## src/rtl/instr_encoder_loader.sv

```systemverilog
// Packs decoded MIPS instruction fields into 32-bit words and streams them into
// instruction memory at an auto-incrementing address. Optional checksum: INSTR_ENC_CHECKSUM_EN.
module instr_encoder_loader #(
  parameter int ADDR_W = 8,
  parameter int DEPTH  = 256
) (
  input  logic              i_clk,
  input  logic              i_rst,
  input  logic              i_start,
  input  logic              i_valid,
  output logic              o_ready,
  input  logic              i_last,
  input  logic [1:0]        i_class,
  input  logic [5:0]        i_opcode,
  input  logic [5:0]        i_funct,
  input  logic [4:0]        i_rs,
  input  logic [4:0]        i_rt,
  input  logic [4:0]        i_rd,
  input  logic [4:0]        i_sa,
  input  logic [15:0]       i_imm,
  input  logic [25:0]       i_target,
  output logic              o_mem_we,
  output logic [ADDR_W-1:0] o_mem_addr,
  output logic [31:0]       o_mem_data,
  output logic [ADDR_W:0]   o_count,
  output logic              o_done,
  output logic              o_err,
  output logic              o_overflow,
  output logic [31:0]       o_checksum,
  output logic [1:0]        o_dbg_state
);

  typedef enum logic [1:0] {S_IDLE, S_LOAD, S_WRITE, S_DONE} state_t;

  localparam logic [ADDR_W:0] DEPTH_C = (ADDR_W+1)'(DEPTH);
  localparam logic [ADDR_W:0] ONE_C   = (ADDR_W+1)'(1);

  state_t              r_state;
  logic                r_ready;
  logic                r_we;
  logic                r_last;
  logic                r_done;
  logic                r_err;
  logic                r_ovf;
  logic [ADDR_W-1:0]   r_addr;
  logic [31:0]         r_word;
  logic [ADDR_W:0]     r_count;
  logic [31:0]         w_word;
  logic                w_bad;
  logic                w_hs;

  // Handshake: a bundle transfers on a rising clock edge where i_valid and o_ready are both 1.
  assign w_hs = i_valid & r_ready;

  always_comb begin
    w_word = 32'd0;
    w_bad  = 1'b0;
    case (i_class)
      2'b00: w_word = {6'b0, i_rs, i_rt, i_rd, i_sa, i_funct};
      2'b01: begin
        w_word = {i_opcode, i_rs, i_rt, i_imm};
        w_bad  = (i_opcode == 6'd0);
      end
      2'b10: begin
        w_word = {i_opcode, i_target};
        w_bad  = !((i_opcode == 6'd2) || (i_opcode == 6'd3));
      end
      default: w_bad = 1'b1;
    endcase
  end

  always_ff @(posedge i_clk) begin
    if (i_rst) begin
      r_state <= S_IDLE;
      r_ready <= 1'b0;
      r_we    <= 1'b0;
      r_last  <= 1'b0;
      r_done  <= 1'b0;
      r_err   <= 1'b0;
      r_ovf   <= 1'b0;
      r_addr  <= '0;
      r_word  <= 32'd0;
      r_count <= '0;
    end else if (i_start) begin
      r_state <= S_LOAD;
      r_ready <= 1'b1;
      r_we    <= 1'b0;
      r_last  <= 1'b0;
      r_done  <= 1'b0;
      r_err   <= 1'b0;
      r_ovf   <= 1'b0;
      r_count <= '0;
    end else begin
      r_done <= 1'b0;
      case (r_state)
        S_IDLE: r_ready <= 1'b0;
        S_LOAD: begin
          if (w_hs) begin
            if (w_bad) begin
              r_err <= 1'b1;
              if (i_last) begin
                r_state <= S_DONE;
                r_ready <= 1'b0;
                r_done  <= 1'b1;
              end
            end else if (r_count == DEPTH_C) begin
              r_ovf   <= 1'b1;
              r_state <= S_DONE;
              r_ready <= 1'b0;
              r_done  <= 1'b1;
            end else begin
              r_word  <= w_word;
              r_last  <= i_last;
              r_addr  <= r_count[ADDR_W-1:0];
              r_state <= S_WRITE;
              r_ready <= 1'b0;
              r_we    <= 1'b1;
            end
          end
        end
        S_WRITE: begin
          r_we <= 1'b0;
          if (r_count != DEPTH_C) r_count <= r_count + ONE_C;
          if (r_last) begin
            r_state <= S_DONE;
            r_done  <= 1'b1;
          end else begin
            r_state <= S_LOAD;
            r_ready <= 1'b1;
          end
        end
        default: begin
          r_state <= S_IDLE;
          r_ready <= 1'b0;
        end
      endcase
    end
  end

`ifdef INSTR_ENC_CHECKSUM_EN
  logic [31:0] r_csum;
  always_ff @(posedge i_clk) begin
    if (i_rst || i_start) r_csum <= 32'd0;
    else if (r_state == S_WRITE) r_csum <= r_csum ^ r_word;
  end
  assign o_checksum = r_csum;
`else
  assign o_checksum = 32'd0;
`endif

  // A reset or restart landing on the WRITE cycle must suppress that write immediately.
  assign o_mem_we    = r_we & ~i_rst & ~i_start;
  assign o_ready     = r_ready;
  assign o_mem_addr  = r_addr;
  assign o_mem_data  = r_word;
  assign o_count     = r_count;
  assign o_done      = r_done;
  assign o_err       = r_err;
  assign o_overflow  = r_ovf;
  assign o_dbg_state = r_state;

endmodule

```

## config.mk

```make
export PLATFORM = sky130hd
export DESIGN_NAME = instr_encoder_loader
export DESIGN_NICKNAME = d
export VERILOG_FILES = /design/src/rtl/instr_encoder_loader.sv
export SDC_FILE = /design/constraint.sdc
export NUM_CORES = 1
export LEC_CHECK = 0
export BUFFER_PORTS_ARGS = -buffer_cell sky130_fd_sc_hd__buf_2
export CAP_MARGIN = 20
export CORE_MARGIN = 2
export CORE_UTILIZATION = 45
export CTS_CLUSTER_DIAMETER = 60
export DETAILED_ROUTE_END_ITERATION = 12
export HOLD_SLACK_MARGIN = 0.05
export PLACE_DENSITY = 0.9
export SLEW_MARGIN = 20
export SYNTH_ARGS = -nofsm -noshare
export SYNTH_HDL_FRONTEND = slang
export SYNTH_SLANG_ARGS = --single-unit
```

## constraint.sdc

```tcl
create_clock -name i_clk -period 2.65 [get_ports i_clk]
set_clock_uncertainty 0.15 [all_clocks]
set_input_delay 0.53 -clock i_clk [delete_from_list [all_inputs] [get_ports i_clk]]
set_output_delay 0.53 -clock i_clk [all_outputs]
set_load 0.01 [all_outputs]
```

==> flow_summary_export.csv <==
group,metric,value,unit
route,drtIter0Drc,92,
route,wl,8170,um
die,num_io_pins,169,
logic_synthesis,syn-cell-area,3200,um^2
clock_tree,tritoncts.num_buffers,9,
global_routing,grt_pass1_vias,2768,
clock_tree,post_cts_resized,0,
sta,fmax,434,MHz
power,pwr-share-seq,48.5,%
logic_synthesis,synth_compound_area_share,14.0,%
sta,worst_slew_pin_slew,0.561,ns
finish,syn_to_final_growth,24.4,%
power,power.leakage,1.79,nW
logic_synthesis,ys_ff_latch,57,
sta,period_minus_slack,2.30,ns
worst_setup_path,end_kind,"register",
power,swShare,25.1,%
clock_tree,clock_sinks,57,
route,wire_per_inst,14.2,um
logic_synthesis,synth_cell_type_count,49,
logic_synthesis,synthAdderAreaFrac,1.95,%
finish,antenna_cells,0,
logic_synthesis,synth-warning-count,0,
logic_synthesis,synth.mux.area_fraction,6.57,%
placed_design,dp.cells,562,
route,drc,0,
clock_tree,cts_root_buf,"clkbuf_8",
finish,drive_above_1_share,45.0,%
global_routing,overflow,0,
status,outcome,"completed",
finish,n_fill_cell,621,
clock_tree,cts_tree,"built",
clock_tree,hold_buffers,0,
route,ant_nets,0,
min_path,hold_class,"in -> reg",
power,combPwrFrac,12.8,%
sta,rsz0062_at_grt,"no",
logic_synthesis,yosysSeqAreaShare,35.7,%
route,avgViaCountPerCell,4.99,
worst_setup_path,cp.required,2.70,ns
power,p_int,0.00134,W
clock_tree,path_clk_slew,0.06,ns
placed_design,postPlaceCellArea,3820,um^2
logic_synthesis,async_reset_ff_share,0,%
finish,nNetsFinal,563,
logic_synthesis,synth_edf_count,0,
global_routing,antenna_found_initial,0,
route,dr.pass1.iters,4,
logic_synthesis,synth_top_family_by_area,"simple AND/OR/NAND/NOR gates",
die,rows,30,
die,die_w,88.3,um
global_routing,grt_max_degree,44,
die,floorplan.initialDensity,46.8,%
clock_tree,post_cts_buffers,0,
sta,slew_headroom,62.6,%
logic_synthesis,yosys.area_share.simple,26.8,%
die,design.die.area,7800,um^2
finish,instances_no_fill,576,
sta,hold_viol,0,
placed_design,io_buffers,136,
worst_setup_path,crit_type,"reg -> reg",
worst_setup_path,crit_arrival,2.35,ns
sta,layout_setup_ws,0.347,ns
sta,setup_violations,0,
global_routing,track_usage,20.6,%
power,ir_drop,294,uV
logic_synthesis,synth_xor_area_share,1.92,%
route,vias,2874,
clock_tree,clock_path_buffers,2,
clock_tree,htree_levels,3,
sta,period_share,86.9,%
global_routing,grt_pass1_wl,12600,um
logic_synthesis,ys.flop_type,"dfxtp_1",
sta,setup_tns,0,ns
run,maxCapViolCount,0,
die,fp.dieH,88.3,um
placed_design,place_hpwl,6180,um
die,core,6830,um^2
worst_setup_path,worst-path-max-fanout,28,
worst_setup_path,cp-start-kind,"register",
sta,slew_violations,0,
power,power_density,451,nW/um^2
power,p_clk_share,38.7,%
logic_synthesis,netlist_instances,346,
placed_design,pre_cts_slack,0.119,ns
clock_tree,clk_latency,0.33,ns
finish,stdcell_area,3980,um^2
logic_synthesis,synth_area_per_cell,9.25,um^2
placed_design,gp_congestion,0.853,
power,p_sw,0.000451,W
==> worst max-delay path, stage by stage (launching register included) <==
cell      delay (ns)
dfxtp_1         0.32
inv_1           0.10
ha_1            0.32
and3_1          0.29
and2b_1         0.16
nand4_1         0.14
buf_4           0.27
a221oi_1        0.34
nor3_2          0.07
==> through the flow <==
stage          utilization [%]  total power (W)  hold WS (ns)
3_3_place_gp              55.9          0.00111         0.291
5_1_grt                   58.3          0.00188         0.291
3_5_place_dp              55.9          0.00112         0.293
2_1_floorplan                -          0.00106         0.326
4_1_cts                   58.3          0.00181         0.263
6_report                  58.3          0.00180         0.278
==> final cells by class <==
cell class,instances,area (um^2),area share (%)
clock buffers,14,163,4.09
inverters,8,30.0,0.754
multi-input cells,256,1770,44.4
flip-flops and latches,57,1140,28.7
well taps,96,120,3.02
repair buffers,145,761,19.1
==> cell usage after synthesis, types with 2 or more instances <==
| master | instances | share of area, % |
|---|---|---|
| buf_4 | 32 | 7.5 |
| dfxtp_1 | 57 | 36 |
| nand3_1 | 10 | 1.6 |
| mux2_2 | 16 | 5.6 |
| nor3b_1 | 2 | 0.47 |
| inv_1 | 7 | 0.82 |
| and3_1 | 3 | 0.59 |
| nor3_1 | 9 | 1.4 |
| ha_1 | 5 | 2.0 |
| nand4_1 | 5 | 0.98 |
| nor2_2 | 2 | 0.39 |
| nand2_1 | 31 | 3.6 |
| nor2_1 | 21 | 2.5 |
| mux2i_1 | 3 | 0.94 |
| buf_6 | 3 | 1.1 |
| clkbuf_1 | 12 | 1.4 |
| xor2_1 | 6 | 1.6 |
| or3_1 | 2 | 0.39 |
| o21ai_0 | 3 | 0.47 |
| a21oi_1 | 20 | 3.1 |
| a221oi_1 | 26 | 7.1 |
| buf_8 | 2 | 0.94 |
| a311oi_1 | 2 | 0.55 |
| buf_2 | 7 | 1.1 |
| nor3_2 | 18 | 5.6 |
| and2_1 | 2 | 0.39 |
| nor2_4 | 18 | 6.3 |
==> worst paths after layout <==
| kind | startpoint | to | slack, ns | depth (start not counted) |
|---|---|---|---|---|
| setup / recovery | o_dbg_state[1] | o_mem_data[8] | 0.35 | 8 |
| hold / removal | i_valid | o_ready | 0.28 | 2 |
| setup reg to reg | o_dbg_state[1] | o_mem_data[8] | 0.35 | 8 |
| hold reg to reg | o_mem_addr[2] | o_mem_addr[2] | 0.30 | 2 |
==> logic make-up after synthesis <==
logic type	Yosys count
AOI/OAI and AO/OA	60
and+or+nand+nor	133
muxes	19
buffers and inverters	64
xor gates and xnor gates	7
other	1
DFF	57
adders and majority gates	5
==> placed cells by master, fill, tap and decap left out, types with 3 or more instances in the layout <==
master	instances
nand4_1	5
buf_4	8
nor3_2	18
clkbuf_8	11
dfxtp_1	57
a21oi_1	20
a221oi_1	26
nand2_1	31
ha_1	5
nand3_1	10
inv_1	7
conb_1	32
mux2_2	16
buf_2	136
clkbuf_1	3
nor2_1	20
mux2i_1	3
nor3_1	9
xor2_1	6
nor2_4	18
o21ai_0	3
and3_1	3
nor2_2	3
==> sequential cells by signal (all words and copies together) (netlist names) <==
signal and count:
o_mem_data 32, o_count 9, o_mem_addr 8, o_dbg_state 2
o_done 1, o_err 1, o_overflow 1, o_ready 1
r_last 1, r_we 1
==> metal layers <==
| metal | part of all wire [%] | track usage (%) | vias to the layer above |
|---|---|---|---|
| li1 | - | - | 1427 |
| met5 | 0 | 0 | - |
| met4 | 1.8 | 8.26 | 0 |
| met1 | 39 | 21.8 | 1323 |
| met3 | 6.8 | 4.76 | 14 |
| met2 | 52 | 38.9 | 110 |
==> power by group through the flow <==
stage	Combinational [W]	Sequential (W)	Clock, W
after global placement	0.000219	0.000890	0
after detailed placement	0.000228	0.000890	0
after global routing	0.000252	0.000872	0.000752
final	0.000229	0.000871	0.000695
after floorplan	0.000166	0.000893	0
after CTS	0.000229	0.000871	0.000714
No activity file was read; power rests on OpenSTA's default activity.
